==> src/rtl/ct_ops_pkg.sv <==
// Shared types and constants for the ciphertext cloud ops: RNS moduli, FSM states, width helper.
package ct_ops_pkg;

   localparam int N_DEF = 4;
   localparam int K_DEF = 2;
   localparam int W_DEF = 32;

   // One modulus per RNS limb; every entry must be below 2^W_DEF.
   localparam logic [W_DEF-1:0] Q_LIMB [K_DEF] = '{32'd17, 32'd97};

   typedef enum logic [1:0] {
      IDLE,
      RUN,
      DRAIN,
      DONE
   } ct_sub_state_t;

   function automatic int addr_width(input int depth);
      return (depth > 1) ? $clog2(depth) : 1;
   endfunction

endpackage

==> src/rtl/ct_ct_sub_if.sv <==
// Start/done handshake plus shared read and write memory streams of ct_ct_sub.
// master = the subtract engine, slave = memories and the launching controller.
interface ct_ct_sub_if #(
   parameter int W  = 32,
   parameter int AW = 3
);
   logic          start;
   logic [AW-1:0] rd_addr;
   logic [W-1:0]  c0_1_rdata;
   logic [W-1:0]  c1_1_rdata;
   logic [W-1:0]  c0_2_rdata;
   logic [W-1:0]  c1_2_rdata;
   logic [AW-1:0] wr_addr;
   logic          wr_en;
   logic [W-1:0]  c0_wdata;
   logic [W-1:0]  c1_wdata;
   logic          done;

   modport master (
      input  start, c0_1_rdata, c1_1_rdata, c0_2_rdata, c1_2_rdata,
      output rd_addr, wr_addr, wr_en, c0_wdata, c1_wdata, done
   );

   modport slave (
      output start, c0_1_rdata, c1_1_rdata, c0_2_rdata, c1_2_rdata,
      input  rd_addr, wr_addr, wr_en, c0_wdata, c1_wdata, done
   );
endinterface

==> src/rtl/ct_ct_sub_mod_sub.sv <==
// Registered modular subtract y = (a - b) mod q for inputs already below q.
// Latency 1 cycle; no backpressure, a new operand pair is accepted every cycle.
module mod_sub #(
   parameter int W = 32
) (
   input  logic         clk,
   input  logic         reset,
   input  logic [W-1:0] a,
   input  logic [W-1:0] b,
   input  logic [W-1:0] q,
   output logic [W-1:0] y
);

   logic [W:0]   diff;
   logic [W-1:0] diff_wrap;

   // The extra top bit of the W+1 bit difference is the borrow, i.e. a < b.
   assign diff      = {1'b0, a} - {1'b0, b};
   assign diff_wrap = diff[W-1:0] + q;

   always_ff @(posedge clk) begin
      if (reset) begin
         y <= '0;
      end else begin
         y <= diff[W] ? diff_wrap : diff[W-1:0];
      end
   end

endmodule

==> src/rtl/ct_ct_sub.sv <==
// Ciphertext subtract ct_1 - ct_2 over all N*K coefficients, both components in lockstep.
// Latency 2 cycles read-to-write, one coefficient per cycle; no backpressure, start/done level handshake.
module ct_ct_sub
   import ct_ops_pkg::*;
#(
   parameter int N  = N_DEF,
   parameter int K  = K_DEF,
   parameter int W  = W_DEF,
   parameter int AW = addr_width(N * K)
) (
   input logic         clk,
   input logic         reset,
   ct_ct_sub_if.master bus
);

   localparam int M  = N * K;
   localparam int CW = addr_width(N);
   localparam int LW = addr_width(K);

   ct_sub_state_t state, state_nxt;

   logic [AW-1:0] rd_addr_r;
   logic [CW-1:0] coef_cnt;
   logic [LW-1:0] limb_cnt;
   logic          drain_cnt;
   logic          last_rd;

   logic          rd_vld_q;
   logic [LW-1:0] limb_q;
   logic [AW-1:0] addr_q;
   logic          wr_en_q;
   logic [AW-1:0] wr_addr_q;

   assign last_rd = (rd_addr_r == AW'(M - 1));

   always_ff @(posedge clk) begin
      if (reset) begin
         state <= IDLE;
      end else begin
         state <= state_nxt;
      end
   end

   always_comb begin
      state_nxt = state;
      bus.done  = 1'b0;
      case (state)
         IDLE:    if (bus.start) state_nxt = RUN;
         RUN:     if (last_rd) state_nxt = DRAIN;
         DRAIN:   if (drain_cnt) state_nxt = DONE;
         DONE: begin
            bus.done = 1'b1;
            if (!bus.start) state_nxt = IDLE;
         end
         default: state_nxt = IDLE;
      endcase
   end

   // Coefficient counter rolls into the limb counter so the limb is known without dividing the address.
   always_ff @(posedge clk) begin
      if (reset) begin
         rd_addr_r <= '0;
         coef_cnt  <= '0;
         limb_cnt  <= '0;
         drain_cnt <= 1'b0;
      end else if (state == IDLE && bus.start) begin
         rd_addr_r <= '0;
         coef_cnt  <= '0;
         limb_cnt  <= '0;
         drain_cnt <= 1'b0;
      end else if (state == RUN && !last_rd) begin
         rd_addr_r <= rd_addr_r + AW'(1);
         if (coef_cnt == CW'(N - 1)) begin
            coef_cnt <= '0;
            limb_cnt <= limb_cnt + LW'(1);
         end else begin
            coef_cnt <= coef_cnt + CW'(1);
         end
      end else if (state == DRAIN) begin
         drain_cnt <= 1'b1;
      end
   end

   always_ff @(posedge clk) begin
      if (reset) begin
         rd_vld_q  <= 1'b0;
         limb_q    <= '0;
         addr_q    <= '0;
         wr_en_q   <= 1'b0;
         wr_addr_q <= '0;
      end else begin
         rd_vld_q  <= (state == RUN);
         limb_q    <= limb_cnt;
         addr_q    <= rd_addr_r;
         wr_en_q   <= rd_vld_q;
         wr_addr_q <= addr_q;
      end
   end

   mod_sub #(.W(W)) u_sub_c0 (
      .clk   (clk),
      .reset (reset),
      .a     (bus.c0_1_rdata),
      .b     (bus.c0_2_rdata),
      .q     (Q_LIMB[limb_q]),
      .y     (bus.c0_wdata)
   );

   mod_sub #(.W(W)) u_sub_c1 (
      .clk   (clk),
      .reset (reset),
      .a     (bus.c1_1_rdata),
      .b     (bus.c1_2_rdata),
      .q     (Q_LIMB[limb_q]),
      .y     (bus.c1_wdata)
   );

   assign bus.rd_addr = rd_addr_r;
   assign bus.wr_en   = wr_en_q;
   assign bus.wr_addr = wr_addr_q;

endmodule

==> src/flat_wrapper.sv <==
// flat-port wrapper written by rule: the top's interface ports become plain ports
module ct_ct_sub_flat import ct_ops_pkg::*;
#(
   parameter int N  = N_DEF,
   parameter int K  = K_DEF,
   parameter int W  = W_DEF,
   parameter int AW = addr_width(N * K)
)
  (clk, reset, bus_start, bus_c0_1_rdata, bus_c1_1_rdata, bus_c0_2_rdata, bus_c1_2_rdata, bus_rd_addr, bus_wr_addr, bus_wr_en, bus_c0_wdata, bus_c1_wdata, bus_done);
  ct_ct_sub_if #(.W(W), .AW(AW)) bus_i ();
  input logic clk;
  input logic reset;
  input wire logic [$bits(bus_i.start)-1:0] bus_start;
  input wire logic [$bits(bus_i.c0_1_rdata)-1:0] bus_c0_1_rdata;
  input wire logic [$bits(bus_i.c1_1_rdata)-1:0] bus_c1_1_rdata;
  input wire logic [$bits(bus_i.c0_2_rdata)-1:0] bus_c0_2_rdata;
  input wire logic [$bits(bus_i.c1_2_rdata)-1:0] bus_c1_2_rdata;
  output wire logic [$bits(bus_i.rd_addr)-1:0] bus_rd_addr;
  output wire logic [$bits(bus_i.wr_addr)-1:0] bus_wr_addr;
  output wire logic [$bits(bus_i.wr_en)-1:0] bus_wr_en;
  output wire logic [$bits(bus_i.c0_wdata)-1:0] bus_c0_wdata;
  output wire logic [$bits(bus_i.c1_wdata)-1:0] bus_c1_wdata;
  output wire logic [$bits(bus_i.done)-1:0] bus_done;
  assign bus_i.start = bus_start;
  assign bus_i.c0_1_rdata = bus_c0_1_rdata;
  assign bus_i.c1_1_rdata = bus_c1_1_rdata;
  assign bus_i.c0_2_rdata = bus_c0_2_rdata;
  assign bus_i.c1_2_rdata = bus_c1_2_rdata;
  assign bus_rd_addr = bus_i.rd_addr;
  assign bus_wr_addr = bus_i.wr_addr;
  assign bus_wr_en = bus_i.wr_en;
  assign bus_c0_wdata = bus_i.c0_wdata;
  assign bus_c1_wdata = bus_i.c1_wdata;
  assign bus_done = bus_i.done;
  ct_ct_sub #(.N(N), .K(K), .W(W), .AW(AW)) u_core (.clk(clk), .reset(reset), .bus(bus_i));
endmodule
==> config.mk <==
export PLATFORM = sky130hd
export DESIGN_NAME = ct_ct_sub_flat
export DESIGN_NICKNAME = d
export VERILOG_FILES = /design/src/rtl/ct_ops_pkg.sv /design/src/rtl/ct_ct_sub_if.sv /design/src/rtl/ct_ct_sub_mod_sub.sv /design/src/rtl/ct_ct_sub.sv /design/src/flat_wrapper.sv
export SDC_FILE = /design/constraint.sdc
export NUM_CORES = 1
export LEC_CHECK = 0
export BUFFER_PORTS_ARGS = -buffer_cell sky130_fd_sc_hd__buf_2
export CAP_MARGIN = 20
export CORE_AREA = 8 8 136 138
export CTS_BUF_LIST = sky130_fd_sc_hd__clkbuf_8
export DETAILED_ROUTE_END_ITERATION = 6
export DIE_AREA = 0 0 144 146
export MAX_ROUTING_LAYER = met4
export PLACE_DENSITY = 0.75
export REMOVE_ABC_BUFFERS = 1
export SLEW_MARGIN = 20
export SYNTH_ARGS = -nofsm -noshare
export SYNTH_HDL_FRONTEND = slang
export SYNTH_SLANG_ARGS = --single-unit
==> constraint.sdc <==
create_clock -name clk -period 5.6 [get_ports clk]
set_clock_uncertainty 0.1 [all_clocks]
set_input_delay 1.12 -clock clk [delete_from_list [all_inputs] [get_ports clk]]
set_output_delay 1.12 -clock clk [all_outputs]
set_load 0.005 [all_outputs]
# ---- Word-level counts from Yosys, hierarchy flattened
# Cells that the tools add are included.
dict set report word_totals {
  register_bits 82
  input_bits 131
  output_inout_bits 72
  wordCells 51
}
dict set report op_classes {
  n_addsub 7
  magnitude_cmp 1
  n_eq_ne 9
  mux 12
  n_bitwise 2
  reduce_logical 8
}
# operator count
set op_table {}
lappend op_table {{$mux 32} 4}
lappend op_table {{$sub 32x32->33} 2}
lappend op_table {{$add 32x32->32} 2}
lappend op_table {{$mux 2} 5}
lappend op_table {{$pmux 2 s4} 1}
lappend op_table {{$mux 7} 1}
lappend op_table {{$eq 2x2->1 const B} 3}
lappend op_table {{$ne 2x1->1 const B} 2}
lappend op_table {{$ne 2x2->1 const B} 2}
lappend op_table {{$reduce_and 2->1} 2}
lappend op_table {{$reduce_and 4->1} 1}
lappend op_table {{$add 3x1->3 const B} 1}
lappend op_table {{$eq 3x3->1 const B} 1}
lappend op_table {{$add 2x1->2 const B} 1}
lappend op_table {{$eq 2x1->1 const B} 1}
lappend op_table {{$ge 2x2->1 const B} 1}
lappend op_table {{$logic_and 1x1->1} 2}
lappend op_table {{$logic_not 2->1} 1}
lappend op_table {{$not 1->2} 1}
lappend op_table {{$reduce_or 2->1} 1}
lappend op_table {{$add 1x1->1 const B} 1}
lappend op_table {{$logic_not 1->1} 1}
lappend op_table {{$mux 1} 1}
lappend op_table {{$not 1->1} 1}

# ---- Depth between registers and ports, before layout
dict set report depth {
  word_depth 6
  depth_mapped 19
  depth_no_buf 18
}

# ---- By module
# From an unflattened synthesis, not the netlist that was laid out.
dict set report hier_totals {
  hier_cells 1345
  area_unflattened_um2 10152.2
}
# module n_inst cells_each area_each_um2
set modules_own_cells {}
lappend modules_own_cells {{mod_sub at u_core.u_sub_c0} 1 661 4874.7}
lappend modules_own_cells {{mod_sub at u_core.u_sub_c1} 1 614 4529.3}
lappend modules_own_cells {ct_ct_sub 1 70 748.2}

# ---- Least setup slack after synthesis
# OpenSTA, ideal clock, no wires.
dict set report synth_timing {
  path_kind {input port to flip-flop}
  from {in bus_c1_1_rdata[0]}
  to {reg u_core.u_sub_c1.y[31]}
  setup_time_ps 70
  arrival_time_ps 4885
  required_time_ps 5430
  slack_ps 545
  path_stages 18
  n_path_buf 1
  path_cell_list {inv_1 -> ha_1 -> inv_1 -> fa_1 -> a211o_1 -> a221o_1 -> xor2_1 -> ha_1 -> a21oi_1 -> a31oi_1 -> nand3_1 -> o21a_1 -> or2_0 -> buf_2 -> nor4b_4 -> nand2_2 -> or4_1 -> a21oi_1}
}
dict set report synth_between {
  elab_chain_len 3
}
# element line
set synth_lines {}
lappend synth_lines {{from (decl)} flat_wrapper.sv:15} ;# input wire logic [$bits(bus_i.c1_1_rdata)-1:0] bus_c1_1_rdata;
lappend synth_lines {{$sub 32x32->33 (*)} ct_ct_sub_mod_sub.sv:18} ;# assign diff = {1'b0, a} - {1'b0, b};
lappend synth_lines {{$add 32x32->32} ct_ct_sub_mod_sub.sv:19} ;# assign diff_wrap = diff[W-1:0] + q;
lappend synth_lines {{$mux 32 (*)} ct_ct_sub_mod_sub.sv:25} ;# y <= diff[W] ? diff_wrap : diff[W-1:0];
lappend synth_lines {{to (signal assigned)} ct_ct_sub_mod_sub.sv:25}
lappend synth_lines {{to (decl)} ct_ct_sub_mod_sub.sv:11} ;# output logic [W-1:0] y
# Every way passes the cells marked *; elsewhere a longest branch is shown, timed or not.
# A chain may end at the register's enable or synchronous reset.

# ---- Worst setup path after layout
# Ends and elaborated chain as after synthesis.

==> key figures <==
Setup path
  • Critical path, cell by cell: buf_2, inv_1, ha_1, inv_1, fa_1, a211o_1, a221o_1, xor2_1, ha_1, a21oi_1, a31oi_1, nand3_1, o21a_1, or2_0, nor4b_4, nand2_2, or4_1, a21oi_1
  • Crit Path Max Fanout: 7
  • Critical Path Slowest Stage Cell: or4_1
  • Max incr delay on CP: 0.51 ns
  • WP data arrival: 5.28 ns
  • Crit Path Category: input port to flip-flop
  • Worst path bufs/invs: 3
  • Data required, critical path: 5.81 ns
  • Worst setup SP type: input port
  • Top Family by Delay on Critical Path: compound AO/OA/AOI/OAI gates
  • CP endpoint kind: flip-flop

Floorplanning
  • # IOs: 203
  • Die area: 21,000 sq um
  • DIE WIDTH: 144 um
  • Starting Density: 0.491
  • Core footprint: 16,300 sq um
  • FP Rows: 47
  • Die H: 146 um

Cells and area
  • Layout cell share with drive strength beyond 1: 0.196
  • Design area: 9370 sq um
  • Fillcell total: 1,586
  • Storage cell area: 1640 sq um
  • Area Overhead vs Synth: 17.1%
  • Number of diodes: 0
  • Commonest non-fill, non-tap cell in the layout: buf_2
  • Layout Nets: 1,461
  • Final core occ: 0.575
  • Multi-input combinational cell area: 5870 sq um
  • Most frequent cells in the layout: buf_2 (202), a21oi_1 (96), nor2_1 (94), inv_1 (85), dfxtp_1 (82)

Power and ir drop
  • Share of power burned in registers: 0.318
  • Gate power share: 0.484
  • Internal cell power: 1.30 mW
  • Static Leak: 4.50 nW
  • P_sw: 0.928 mW
  • Sw Ratio: 0.416
  • Pwr per Cell Area: 238 nW/um^2
  • Clock power share: 0.198
  • Maximum vdd drop: 0.000166 V

Detailed routing
  • Total Routed Length: 22,500 um
  • First-pass DRT Iterations: 4
  • WL per Instance: 15.2 um
  • Via density: 5.60
  • 1st-iter DRT viols: 441
  • DRC: 0
  • DRT antenna net count: 0
  • Vias after detailed routing: 8,250

Yosys
  • Synth Area in Simple Gates: 0.255
  • Seq/Total Area, Yosys: 0.205
  • Seq cells post-synth: 82
  • Main combinational cell family by area after synthesis: simple AND/OR/NAND/NOR gates
  • Top cells by area, synth: dfxtp_1 (21%), ha_1 (12%), a21oi_1 (6.0%)
  • Yosys cell types: 72
  • Synth Area in Compound Gates: 0.234
  • EDFF count, synth: 0
  • Ys async rst share: 0
  • Synth Area in Adders: 0.129
  • Mean Syn Cell Area: 7.48 sq um
  • Mapped cell area: 8000 sq um
  • Most used DFF post-synth: dfxtp_1
  • Yosys top cell by area: dfxtp_1
  • Synthesis Warnings: 0
  • Mux cell area share after synthesis: 0.0138
  • Post-synthesis xor/xnor area fraction: 0.102
  • Cells after Synth: 1,070
  • Yosys top cell area share: 0.205

Clocking
  • H-tree depth: 3
  • Hold buffer count at CTS: 0
  • Sink Count: 82
  • Clk Latency, worst-skew pair: 0.38 ns
  • Worst-path clk slew: 0.11 ns
  • Post-cts sizing count: 0
  • Clock tree buffer depth: 2
  • CTS Buf Count: 9
  • CTS tree: built
  • Clock root buffer: clkbuf_8
  • Post-CTS setup buffer count: 0

Placed design
  • Placed Area: 9180 sq um
  • DPL Wire Length: 18,300 um
  • PortBufs: 202
  • GPL Wtd Cong: 0.923
  • Setup Slack @ Placement: 0.169 ns

Timing
  • Tmin final: 5.07 ns
  • Setup TNS: 0 ns
  • Final Worst Setup Slack: 0.532 ns
  • Worst Tran Pin Value: 0.835 ns
  • Worst rel slew slack: 0.439
  • Hold Fails Final Rpt: 0
  • Max-slew violation count: 0
  • Achievable Freq: 197 MHz
  • Final setup fails: 0
  • Period utilization: 0.905
  • RSZ-0062 raised after global routing: false

Global route
  • Largest net degree at the start of global routing: 77
  • GR Overflow Total: 0
  • Number of global-route vias before repair: 7,784
  • First-pass GRT wire length: 36,900 um
  • Total global-route track usage: 0.215
  • Initial antenna violation count: 0

Min path
  • Worst min path class: flip-flop to flip-flop

Flow run
  • MaxCap Viol Count: 0

Outcome
  • Outcome: complete, no violations
==> per-layer routing <==
metal / GRT usage / up-vias / share of wire
met3: 0.0262 / 30 / 0.051
met4: 0.0589 / 0 / 0.018
li1: - / 4212 / -
met1: 0.262 / 3780 / 0.43
met2: 0.364 / 228 / 0.50
met5: - / - / 0
==> final cells by class <==
class	instances	share of cell area
multi-input combinational	860	0.626
sequential	82	0.175
timing repair buffer	211	0.115
inverter	85	0.0340
tap	220	0.0294
clock buffer	9	0.0132
clock inverter	7	0.00721
==> worst paths after layout <==
kind	from	slack, ns	to	cells after the start
worst min-delay path	u_core.addr_q[2]	0.35	u_core.bus.wr_addr[2]	1
worst min register to register	u_core.addr_q[2]	0.35	u_core.bus.wr_addr[2]	1
worst max register to register	u_core.limb_q	1.97	u_core.u_sub_c1.y[31]	12
worst max-delay path	bus_c1_1_rdata[0]	0.53	u_core.u_sub_c1.y[31]	18
==> power by group through the flow <==
stage	Clock, mW	Combinational [mW]	Sequential [mW]
after floorplan	0	0.733	0.729
after global placement	0	1.05	0.722
after detailed placement	0	1.07	0.724
after CTS	0.457	1.07	0.710
after global routing	0.477	1.20	0.717
final	0.443	1.08	0.709
==> flip-flops by register name, indices dropped and copies added, names as in the netlist <==
name and flops:
u_core.limb_q 1, u_core.bus.wr_addr 3, u_core.state 2, u_core.drain_cnt 1, u_core.u_sub_c0.y 32, u_core.bus.wr_en 1, u_core.rd_vld_q 1, u_core.u_sub_c1.y 32
u_core.bus.rd_addr 3, u_core.addr_q 3, u_core.coef_cnt 2, u_core.limb_cnt 1
==> synth_stat cells, drive strengths merged, types with 4 or more instances <==
master and instances:
a31oi 8, and3 21, or3 18, or2 7, nor2 94, o21a 9
a311oi 6, nor3 26, clkbuf 40, nor4b 4, nand4 30, xor2 41
and4 5, a21o 27, o21ai 61, nand2b 13, o211ai 6, nand3b 5
nor4 9, o21bai 7, o31ai 11, nor2b 21, inv 85, nor3b 4
and2 9, mux2i 11, a21oi 96, a211oi 12, nand3 26, nand2 77
a31o 4, a22oi 5, ha 79, dfxtp 82, xnor2 52, o31a 5
==> through the flow <==
stage,power [mW],cells,hold WS [ns]
5_1_grt,2.39,1474,0.373
3_5_place_dp,1.79,1458,0.329
3_3_place_gp,1.77,1458,0.316
6_report,2.23,1474,0.349
2_1_floorplan,1.46,1027,0.314
4_1_cts,2.24,1474,0.355
==> cell families after synthesis <==
group / after synthesis
flops: 82
mux: 11
fa+ha+maj: 81
compound gates: 292
xor+xnor: 93
simple gates: 383
buf+inv: 128
(Power assumes the default switching activity.)
